`src/rtl/sink_config_pkg.sv`:
```
// sink_config: shared widths and the byte-packer FSM state type for the network sink path.
package sink_config;

  localparam int SNK_WIDTH = 12;
  localparam int SNK_BYTES = (SNK_WIDTH + 7) / 8;

  typedef enum logic [1:0] {
    IDLE = 2'd0,
    HDR  = 2'd1,
    SEND = 2'd2
  } snk_pack_state_t;

endpackage

```
`src/rtl/sink_byte_packer.sv`:
```
// sink_byte_packer: serializes each sink vector into bytes, least-significant byte first.
// Define SINK_SEQ_HEADER_EN to prepend an 8-bit sequence-number header byte to every packet.
module sink_byte_packer #(
  parameter int SNK_WIDTH = sink_config::SNK_WIDTH
) (
  input  logic                 clk,
  input  logic                 rst,
  input  logic                 snk_valid,
  output logic                 snk_ready,
  input  logic [SNK_WIDTH-1:0] snk,
  output logic                 tx_valid,
  input  logic                 tx_ready,
  output logic [7:0]           tx_data,
  output logic                 tx_last
);
  import sink_config::snk_pack_state_t;
  import sink_config::IDLE;
  import sink_config::HDR;
  import sink_config::SEND;

  localparam int SNK_BYTES = (SNK_WIDTH + 7) / 8;
  localparam int SHW       = 8 * SNK_BYTES;
  localparam int IDX_W     = $clog2(SNK_BYTES + 1);
  localparam logic [IDX_W-1:0] LAST_IDX = IDX_W'(SNK_BYTES - 1);

  snk_pack_state_t  state;
  logic [SHW-1:0]   shreg;
  logic [IDX_W-1:0] idx;
  logic             is_last;
`ifdef SINK_SEQ_HEADER_EN
  logic [7:0]       seq;
`endif

  assign is_last = (idx == LAST_IDX);

  // NOTE: sequential state uses non-blocking (<=) so every register samples pre-edge values.
  always_ff @(posedge clk) begin
    if (rst) begin
      state <= IDLE;
      idx   <= '0;
`ifdef SINK_SEQ_HEADER_EN
      seq   <= '0;
`endif
    end else begin
      case (state)
        IDLE: begin
          if (snk_valid) begin
            // Size cast zero-extends, so padding above SNK_WIDTH is always 0.
            shreg <= SHW'(snk);
            idx   <= '0;
`ifdef SINK_SEQ_HEADER_EN
            state <= HDR;
`else
            state <= SEND;
`endif
          end
        end
`ifdef SINK_SEQ_HEADER_EN
        HDR: begin
          if (tx_ready) state <= SEND;
        end
`endif
        SEND: begin
          if (tx_ready) begin
            shreg <= shreg >> 8;
            if (is_last) begin
              idx   <= '0;
              state <= IDLE;
`ifdef SINK_SEQ_HEADER_EN
              seq   <= seq + 8'd1;
`endif
            end else begin
              idx <= idx + IDX_W'(1);
            end
          end
        end
        default: state <= IDLE;
      endcase
    end
  end

  // NOTE: shreg has no reset; its contents are only observed while in SEND, after a capture.

  // Reset gates snk_ready directly so a handshake coincident with rst is never seen upstream.
  assign snk_ready = (state == IDLE) && !rst;

  // NOTE: every always_comb output gets a default first, so no path infers a latch.
  always_comb begin
    tx_valid = 1'b0;
    tx_data  = 8'h00;
    tx_last  = 1'b0;
    case (state)
`ifdef SINK_SEQ_HEADER_EN
      HDR: begin
        tx_valid = 1'b1;
        tx_data  = seq;
      end
`endif
      SEND: begin
        tx_valid = 1'b1;
        tx_data  = shreg[7:0];
        tx_last  = is_last;
      end
      default: ;
    endcase
  end

endmodule

```
`config.mk`:
```
export PLATFORM = sky130hd
export DESIGN_NAME = sink_byte_packer
export DESIGN_NICKNAME = d
export VERILOG_FILES = /design/src/rtl/sink_config_pkg.sv /design/src/rtl/sink_byte_packer.sv
export SDC_FILE = /design/constraint.sdc
export NUM_CORES = 1
export LEC_CHECK = 0
export BUFFER_PORTS_ARGS = -buffer_cell sky130_fd_sc_hd__buf_2
export CAP_MARGIN = 10
export CORE_MARGIN = 5
export CORE_UTILIZATION = 41
export DETAILED_ROUTE_END_ITERATION = 16
export PLACE_DENSITY = 0.74
export SLEW_MARGIN = 15
export SYNTH_ARGS = -nofsm -noshare
export SYNTH_HDL_FRONTEND = slang
export SYNTH_SLANG_ARGS = --single-unit
```
`constraint.sdc`:
```
create_clock -name clk -period 1.8 [get_ports clk]
set_clock_uncertainty 0.1 [all_clocks]
set_input_delay 0.27 -clock clk [delete_from_list [all_inputs] [get_ports clk]]
set_output_delay 0.27 -clock clk [all_outputs]
set_load 0.005 [all_outputs]
```
# --- Word-level counts from Yosys, hierarchy flattened ---
# Cells that the tools add are included.
totals:
  word_cells: 31
  mem_bits_rw: 0
  out_inout_bits: 11
  latch_bits: 0
  reg_bits: 20
  memories: 0
  romBits: 0
  in_bits: 16
classes:
  n_lt_le_gt_ge: 0
  eq_ne: 5
  n_shift: 0
  multipliers: 0
  n_reduce_logical: 7
  bitwise_logic: 1
  muxes: 14
  div_mod_pow: 0
  n_addsub: 1
ops:
  columns: ["operator", "count"]
  rows:
  - ["16-bit two-way mux", 2]
  - ["16-bit case mux with 2 select lines", 1]
  - ["2-bit two-way mux", 6]
  - ["8-bit two-way mux", 1]
  - ["2-bit case mux with 2 select lines", 2]
  - ["2-bit inequality test, second input constant", 3]
  - ["3-bit AND reduction", 2]
  - ["4-bit AND reduction", 1]
  - ["2-bit by 1-bit adder with 2-bit output, second input constant", 1]
  - ["2-bit by 1-bit equality test with 1-bit output, second input constant", 1]
  - ["2-bit equality test, second input constant", 1]
  - ["2-bit zero test", 1]
  - ["1-bit two-way mux", 2]
  - ["2-bit nonzero test", 1]
  - ["1-bit logical AND", 1]
  - ["1-bit zero test", 1]
  - ["1-bit inverter", 1]

# --- Depth between registers and ports, before layout ---
# Gate-level depths: netlist of run 1.
depth:
  word_depth: 4
  depth_mapped: 4
  mapped_depth_nobuf: 3

# --- Worst setup path after synthesis of run 1 ---
# OpenSTA, ideal clock, no wires.
synth_timing:
  path_kind: "reg2reg"
  startpoint: "reg state[1]"
  endpoint: "reg shreg[0] (enable)"
  slack_ns: 0.061
  period_less_slack_ns: 1.739
  path_stages_with_launch: 4
  setup_ns: 0.385
  path_buffers: 1
  arrival_time_ns: 1.254
  required_ns: 1.315
  path_cell_list: "dfxtp_1 -> buf_6 -> nand2b_1 -> a21oi_1"
synth_between:
  elab_chain_len: 3
  word_cells_on_any_way: 6
  classes_between: "eq/ne: 3; reduce/logical: 3"
synth_lines:
  columns: ["element", "line_no", "rtl"]
  rows:
  - ["start, declared", "sink_byte_packer.sv:26", "snk_pack_state_t state;"]
  - ["start signal, assigned", "sink_byte_packer.sv:39", "state <= IDLE;"]
  - ["start signal, assigned", "sink_byte_packer.sv:54", "state <= SEND;"]
  - ["start signal, assigned", "sink_byte_packer.sv:68", "state <= IDLE;"]
  - ["2-bit equality test or 2-bit zero test (tied branches)", "sink_byte_packer.sv:45", "case (state)"]
  - ["2-bit inequality test (no line) or 2-bit nonzero test (tied branches)", null, null]
  - ["4-bit AND reduction (no line) *", null, null]
  - ["end signal, assigned", "sink_byte_packer.sv:49", "shreg <= SHW'(snk);"]
  - ["end signal, assigned", "sink_byte_packer.sv:65", "shreg <= shreg >> 8;"]
  - ["end, declared", "sink_byte_packer.sv:27", "logic [SHW-1:0] shreg;"]
# Mark *: on every way between the ends. The rest lies on a longest branch, timed or not.
# A chain may end at the register's enable or synchronous reset.

# --- Worst setup path in the final report of run 1 ---
layout_timing:
  startpoint: "reg state[1]"
  endpoint: "out tx_last"
layout_between:
  elab_chain_len: 2
layout_lines:
  columns: ["element", "line_no", "rtl"]
  rows:
  - ["2-bit equality test", "sink_byte_packer.sv:92", "case (state)"]
  - ["1-bit two-way mux", "sink_byte_packer.sv:92", null]
  - ["end, declared", "sink_byte_packer.sv:14", "output logic tx_last"]
# No other way between the ends.

==> metrics, run 1 <==
CORE AREA ~1500 um2; R2R cell count 2; f_max just under 0.6 GHz; drt drc 0; WHS Path Cells 2; Yosys top cell area share between 50 and 60%; outcome finished clean; Max rail drop VDD about 470 uV; Final HPWL DP ~900 um; Post-Synth XOR/XNOR Area around 1.3%; Crit Path Class flip-flop to primary output; max_slew headroom 80.2%; initial antenna violation count 0; total CTS buffers 3; Slew Viols, Final 0; Clock Latency Late Sink between 200 and 300 ps; Die W about 50 um; Final Hold Vio Count 0; TNS Setup 0 ps; WL/cell 11.6 um; CTS Hold Bufs 0; clock slew at reported path FFs about 80 ps; Hold Path Origin rst; vias per inst a little under 5; initial drt markers 6; Startpoint Class flip-flop; IO Pins 27; cell taking the most area after synthesis edfxtp_1; Post-Syn Area per Cell between 10 and 15 um2; Yosys warning count 0; Power Density 798 nW/um2; Worst-Margin Slew just under 300 ps; GR Overflow Total 0; simple logic cell fraction of the synthesized area about 22%; crit path DAT between 1000 and 1500 ps; total number of vias roughly 480; layout cells sized above 1 between 40% and 50%; DRT antenna net count 0; H-tree depth 1; RSZ-0062 raised after global routing no; number of cells produced by synthesis 52; Post-Syn Area 676 um2; post-synthesis sequential area ratio between 60% and 70%; Max-Cap Viols 0; Adder-Cell Fraction of Synth Area 0%; final std cells w/o fill 99; ys async rst share 0%; Util after Layout 55.7%; Initial Utilization 43.8%; area grow syn2layout 27.0%; worst r2r src state[1]; Critical-path top delay cell dfxtp_1; largest family of logic cells by synthesized area simple AND/OR/NAND/NOR gates; # setup viols final 0; Post-synth top flop edfxtp_1; Lkg Pwr roughly 0.00037 uW; R2R Setup Slk 370 ps; Distinct cells, synth 19; first-pass GRT wire length between 1500 and 2000 um; worst min-delay path endpoint idx[0]; Crit Path Max Fanout 13; gr usage total 9.76%; syn_nets 68; most frequent cell after synthesis edfxtp_1; Cells after DPL between 90 and 100; min cycle time layout between 1500 and 2000 ps; critical path data required time between 1000 and 1500 ps; vias in the first global route between 400 and 500; Compound-Gate Fraction of Synth Area 3.70%; number of setup buffers added after CTS 0; Port Buf Inserts 26; 1st-pass router iterations 4; die area ~2600 um2; final WL about 1100 um; ANT cells 0; CP max stage delay roughly 500 ps; Critical Path Sink Type primary output; commonest cells in the netlist edfxtp_1 (12), and2_1 (8), nor2b_1 (8), mux2_2 (4); HP Class primary input to flip-flop; crit path cell chain buf_4 > nor3b_2 > buf_2; post_cts resized 0; crit share post-route between 90 and 100%; Root Driver clkbuf_4; largest net degree at the start of global routing 14; top post-synthesis cells by area edfxtp_1 (53%), dfxtp_1 (8.9%), and2_1 (7.4%), nor2b_1 (7.4%), mux2_2 (6.7%); Final Net Count 100; clk buf depth 2; Yosys reg bits 15; TritonCTS clock tree yes; chip height roughly 50 um; RD Place Congestion roughly 0.64; number of flops mapped to enable cells by yosys 12; r2r endpoint shreg[2]; Core Rows 14; mux contribution to synthesized area 6.67%; clock sink total 15
## stage by stage
step	power, uW	hold WS, ps	instance area (um2)	setup slack [ps]
final	685	105	858	118
after global routing	727	97.6	858	0.289
after CTS	700	89.0	858	95.4
after detailed placement	506	386	832	379
after global placement	503	379	832	431
after floorplan	465	242	676	61.3
## power breakdown
| group | internal [uW] | switching, uW | leakage [uW] | total, uW |
|---|---|---|---|---|
| Combinational | 51.4 | 39.0 | 0.000219 | 90.5 |
| Sequential | 398 | 8.09 | 0.000138 | 406 |
| Clock | 86.0 | 103 | 0.0000150 | 189 |
| Total | 535 | 150 | 0.000372 | 685 |
## sequential cells by signal, indices dropped and copies added, names as in the netlist
register and count:
idx 2, shreg 12, state 1
## cells in the final DEF, fill, tap and decap left out
master	instances
a21oi_1	2
a31oi_1	1
and2_1	8
buf_2	26
buf_4	4
clkbuf_1	1
clkbuf_4	3
dfxtp_1	3
edfxtp_1	12
inv_1	1
mux2_2	4
nand2_1	1
nand2b_1	1
nand3b_1	1
nor2_1	3
nor2b_1	8
nor3b_1	1
nor3b_2	1
o32ai_1	1
xor2_1	1
## logic make-up after synthesis
kind of cell           count (synthesis)
flip-flops                            15
AO/OA/AOI/OAI                          4
buffers and inverters                  4
AND/OR/NAND/NOR                       24
XOR/XNOR                               1
multiplexers                           4
## worst max path at each step
| stage | from | endpoint | depth (start not counted) | slack (ps) |
|---|---|---|---|---|
| after floorplan | state[1] | shreg[0] | 3 | 60 |
| after global placement | state[1] | shreg[1] | 3 | 430 |
| after detailed placement | state[1] | shreg[2] | 2 | 380 |
| after CTS | state[1] | tx_last | 3 | 100 |
| after global routing | state[1] | tx_last | 3 | 0.3 |
| final | state[1] | tx_last | 3 | 120 |
## cell type report
| class | instances | area [um2] |
|---|---|---|
| clock buffer | 4 | 26.3 |
| sequential | 15 | 420 |
| multi-input combinational | 33 | 228 |
| tap | 16 | 20.0 |
| fill | 151 | 683 |
| timing repair buffer | 30 | 160 |
| inverter | 1 | 3.75 |
## worst max-delay path: cells and delay by family (launching register included)
family        cells  cell delay (ps)
simple gates      1              160
flops             1              500
buf+inv           2              370
## routing by layer
metal	vias to the layer above	track usage, %	part of all wire (%)
li1	240	-	-
met1	215	11.0	42
met2	19	15.9	47
met3	2	3.55	9.1
met4	0	5.11	1.9
met5	-	0	0
Note: power is estimated with default switching activity, not from simulation.
==> run 2: changes to the inputs <==
--- a/config.mk
+++ b/config.mk
@@ -5,7 +5,7 @@
 export SDC_FILE = /design/constraint.sdc
 export NUM_CORES = 1
 export LEC_CHECK = 0
-export BUFFER_PORTS_ARGS = -buffer_cell sky130_fd_sc_hd__buf_2
+export BUFFER_PORTS_ARGS = -buffer_cell sky130_fd_sc_hd__buf_4
 export CAP_MARGIN = 10
 export CORE_MARGIN = 5
 export CORE_UTILIZATION = 41
==> constraint.sdc (replaced) <==
create_clock -name clk -period 1.8 [get_ports clk]
set_clock_uncertainty 0.1 [all_clocks]
set_input_delay 0.27 -clock clk [delete_from_list [all_inputs] [get_ports clk]]
set_output_delay 0.27 -clock clk [all_outputs]
set_load 0.02 [all_outputs]
==> metrics, run 2 (synthesis results as in run 1) <==
crit share post-route 88.6% (-4.8 points); Final Worst Setup Slack 205 ps (+86.3 ps); total power 709 uW (+3.5%); Int Power 550 uW (+2.9%); Register Area 420 um2 (unchanged); WL/cell 11.9 um (+2.4%); CTS Hold Bufs 0 (unchanged); Cells after DPL 94 (-1.1%); H-tree depth 1 (unchanged); HP Class primary input to flip-flop; first-pass GRT wire length 1900 um (-2.1%); layout cells sized above 1 46.3% (+0.56 points); min cycle time layout 1600 ps (-86.3 ps); switching portion of total power 22.3% (+0.46 points); WHS Path Cells 2 (unchanged); Final Hold Vio Count 0 (unchanged); Buf/Inv on CP 2 (unchanged); Clock Latency Late Sink 270 ps (about the same); TritonCTS clock tree yes; Worst-Margin Slew 236 ps (-60.6 ps); clock slew at reported path FFs 80 ps (about the same); crit path DAT 1230 ps (-80 ps); final WL 1170 um (+1.4%); DRT antenna net count 0 (unchanged); critical path data required time 1430 ps (about the same); M1 GR Usage 10.1% (-0.90 points); total CTS buffers 3 (unchanged); vias in the first global route 438 (-5.2%); max reg flops 12 (unchanged); WHS 84.7 ps (-20.6 ps); Sequential Power Share 56.9% (-2.3 points); Max-Cap Viols 0 (unchanged); final std cells w/o fill 98 (-1.0%); switching power total 158 uW (+5.6%); post_cts resized 0 (unchanged); GRT met3 Usage 4.44% (+0.89 points); Critical Path Sink Type primary output; Most Frequent Cell on Critical Path buf_4; Top delay family on crit path buffers and inverters; # setup viols final 0 (unchanged); crit path cell chain buf_4 > nor3b_2 > buf_4; most common cell after layout, fill and taps aside buf_4; Root Driver clkbuf_4; CP max stage delay 370 ps (-130 ps); Initial Utilization 43.8% (unchanged); Top reg by flops shreg; vias per inst 4.80 (-0.25%); R2R cell count 3 (+1); multi-input logic area 231 um2 (+1.6%); Max rail drop VDD 482 uV (+3.4%); total number of vias 470 (-1.3%); chip height 50.6 um (unchanged); Final Net Count 99 (-1.0%); outcome finished clean; Worst path depth 3 (unchanged); biggest regs shreg (12), idx (2), state (1); Startpoint Class flip-flop; met2 global-route usage 16.5% (+0.62 points); die area 2560 um2 (unchanged); Most Used Layer, Global Route met2; largest net degree at the start of global routing 20 (+6); Port Buf Inserts 26 (unchanged); Core Rows 14 (unchanged); Crit Path Class flip-flop to primary output; 1st-pass router iterations 1 (-3); number of setup buffers added after CTS 0 (unchanged); Clock Power Share 25.5% (-2.1 points); clock sink total 15 (unchanged); initial antenna violation count 0 (unchanged); clk buf depth 2 (unchanged); CORE AREA 1540 um2 (unchanged); commonest cells after routing, fill and taps aside buf_4 (29), edfxtp_1 (12), and2_1 (8), nor2b_1 (8), mux2_2 (4); max_slew headroom 84.2% (+4.0 points); Die W 50.6 um (unchanged); Slew Viols, Final 0 (unchanged); gr usage total 9.65% (-0.12 points); TNS Setup 0 ps (unchanged); RSZ-0062 raised after global routing no; f_max 0.627 GHz (+5.4%); GR Overflow Total 0 (unchanged); drt drc 0 (unchanged); Critical-path top delay cell dfxtp_1; fillers 149 (-1.3%); IO Pins 27 (unchanged); Crit Path Max Fanout 19 (+6); worst slack at placement 430 ps (+51.2 ps); RD Place Congestion 0.645 (+1.4%); Comb power frac 17.6% (+4.4 points); Power Density 771 nW/um2 (-3.4%); ANT cells 0 (unchanged); area grow syn2layout 36.1%; Lkg Pwr 0.000382 uW (+2.8%); initial drt markers 0 (-6)
[run 2: worst reg2reg max path, cell delays in order, from the launching register on]
cell,delay [ps]
dfxtp_1,340
nand2b_1,180
a21oi_2,240
buf_4,220
[run 2: path summary, 6_finish.rpt]
kind / from / endpoint / slack, ps
min reg2reg: idx[1] / idx[1] / 400
min: rst / state[1] / 80
max: state[1] / tx_last / 200
max reg2reg: state[1] / shreg[5] / 440
[run 2: layout make-up]
| cell class | instances | share of cell area (%) |
|---|---|---|
| inverters | 1 | 0.408 |
| well taps | 16 | 2.18 |
| clock buffers | 4 | 2.86 |
| multi-input cells | 33 | 25.2 |
| repair buffers | 29 | 23.7 |
| flip-flops and latches | 15 | 45.7 |
[run 2: metrics by stage]
step / instance area [um2] / utilization [%]
3_5_place_dp: 893 / 58.0
6_report: 920 / 59.7
4_1_cts: 920 / 59.7
5_1_grt: 920 / 59.7
3_3_place_gp: 893 / 58.0
2_1_floorplan: 679 / -
[run 2: power groups by stage]
| stage | clock, uW | sequential [uW] | combinational, uW |
|---|---|---|---|
| after CTS | 195 | 404 | 127 |
| after global placement | 0 | 410 | 125 |
| after global routing | 209 | 405 | 137 |
| after detailed placement | 0 | 411 | 127 |
| after floorplan | 0 | 412 | 69.5 |
| final | 181 | 403 | 125 |
[run 2: metal layers]
metal  up-vias  part of all wire, %
met5         -                    0
met4         0                    0
met3         0                   10
met2        18                   51
met1       210                   39
li1        242                    -
==> run 3: changes to the inputs <==
--- a/config.mk
+++ b/config.mk
@@ -11,6 +11,7 @@
 export CORE_UTILIZATION = 41
 export DETAILED_ROUTE_END_ITERATION = 16
 export PLACE_DENSITY = 0.74
+export SETUP_SLACK_MARGIN = 0.4
 export SLEW_MARGIN = 15
 export SYNTH_ARGS = -nofsm -noshare
 export SYNTH_HDL_FRONTEND = slang
==> metrics, run 3 (synthesis results as in run 1) <==
min cycle time layout 1420 ps (-176 ps); first-pass GRT wire length 2380 um (+25%); fillers 122 (-18%); crit path DAT 1050 ps (-180 ps); Max rail drop VDD 472 uV (-2.0%); gr usage total 12.3% (+2.6 points); Startpoint Class flip-flop; Critical Path Sink Type primary output; Power Density 706 nW/um2 (-8.4%); die area 2560 um2 (unchanged); GR Overflow Total 0 (unchanged); CORE AREA 1540 um2 (unchanged); total number of vias 517 (+10%); 1st-pass router iterations 4 (+3); Slew Viols, Final 0 (unchanged); Final Hold Vio Count 0 (unchanged); Clock Latency Late Sink 280 ps (about the same); max reg flops 12 (unchanged); Core Rows 14 (unchanged); RD Place Congestion 0.689 (+6.8%); Sequential Power Share 52.6% (-4.3 points); worst slack at placement 318 ps (-113 ps); clock sink total 15 (unchanged); TNS Setup 0 ps (unchanged); CTS Hold Bufs 0 (unchanged); H-tree depth 1 (unchanged); final std cells w/o fill 107 (+9.2%); ANT cells 0 (unchanged); Initial Utilization 43.8% (unchanged); TritonCTS clock tree yes; outcome finished clean; RSZ-0062 raised after global routing yes; f_max 0.705 GHz (+12%); R2R Setup Slk 450 ps (about the same); Top reg by flops shreg; biggest regs shreg (12), idx (2), state (1); Die W 50.6 um (unchanged); Max-Cap Viols 0 (unchanged); final WL 1410 um (+21%); Crit Path Max Fanout 8 (-11); Final HPWL DP a little over 900 um; clk buf depth 2 (unchanged); Register Area 425 um2 (+1.2%); Int Power 592 uW (+7.6%); Clock Power Share 24.2% (-1.3 points); WHS 98.8 ps (+14.1 ps); clock slew at reported path FFs 80 ps (about the same); total CTS buffers 3 (unchanged); most common cell after layout, fill and taps aside buf_4; chip height 50.6 um (unchanged); vias in the first global route 539 (+23%); worst r2r src state[1]; critical path data required time 1430 ps (about the same); largest net degree at the start of global routing 10 (-50%); crit share post-route 78.8% (-9.8 points); IO Pins 27 (unchanged); Lkg Pwr 0.000460 uW (+20%); Final Net Count 108 (+9.1%); Port Buf Inserts 26 (unchanged); WL/cell 13.2 um (+11%); # setup viols final 0 (unchanged); r2r endpoint shreg[3]; DRT antenna net count 0 (unchanged); Critical Path End tx_data[4]; commonest cells after routing, fill and taps aside buf_4 (25), edfxtp_1 (12), buf_6 (11); CP Launch Point state[1]; Root Driver clkbuf_4; switching portion of total power 23.4% (+1.0 points); HP Class primary input to flip-flop; Cells after DPL 92 (-2.1%); R2R cell count 4 (+1); Worst-Margin Slew 231 ps (-5.72 ps); drt drc 0 (unchanged); switching power total 181 uW (+14%); Comb power frac 23.2% (+5.6 points); vias per inst 4.83 (+0.75%); area grow syn2layout 62.0%; Final Worst Setup Slack 381 ps (+176 ps); multi-input logic area 273 um2 (+18%); layout cells sized above 1 63.7% (+17 points); initial antenna violation count 0 (unchanged); initial drt markers 8 (+8); Crit Path Class flip-flop to primary output; max_slew headroom 84.6% (+0.38 points)
run 3: power by group through the flow:
stage	logic (uW)	registers, uW	clock network (uW)
floorplan	72.9	412	0
global placement	119	415	0
detailed placement	122	417	0
CTS	173	406	198
global route	193	409	215
finish	179	406	187
run 3: area by class of cell:
type	count	area share, %
multi-input combinational	33	24.9
tap	16	1.83
timing repair buffer	38	31.7
sequential	15	38.9
clock buffer	4	2.40
inverter	1	0.343
run 3: timing repair:
item / 4_1_cts / 5_1_grt
setup buffers: 10 / 1
gates resized for setup: 22 / 3
endpoints found under the setup margin: 24 / 11
pin swaps: 2 / 0
run 3: metrics by stage:
stage / utilization [%] / power [uW] / area, um2
4_1_cts: 69.8 / 777 / 1080
6_report: 71.0 / 773 / 1090
5_1_grt: 71.0 / 817 / 1090
3_5_place_dp: 58.0 / 538 / 893
2_1_floorplan: - / 485 / 694
3_3_place_gp: 58.0 / 535 / 893
run 3: worst max-delay path: stages (launching register included):
cell     delay [ps]
dfxtp_4         390
buf_8           130
and2_4          140
buf_6           110
run 3: worst min path at each step:
stage / slack, ps / start / depth (start not counted) / endpoint
floorplan: 230 / rst / 1 / state[1]
finish: 100 / tx_ready / 2 / idx[1]
detailed placement: 380 / rst / 2 / state[1]
global route: 90 / rst / 2 / state[1]
CTS: 70 / rst / 2 / state[1]
global placement: 380 / rst / 2 / state[1]
run 3: layer usage:
| layer | up-vias | global-route usage (%) | routed length [um] |
|---|---|---|---|
| met2 | 15 | 20.9 | 787 |
| met5 | - | 0 | 0 |
| met1 | 244 | 14.1 | 528 |
| met3 | 2 | 2.37 | 89 |
| met4 | 0 | 7.23 | 8 |
| li1 | 256 | - | - |
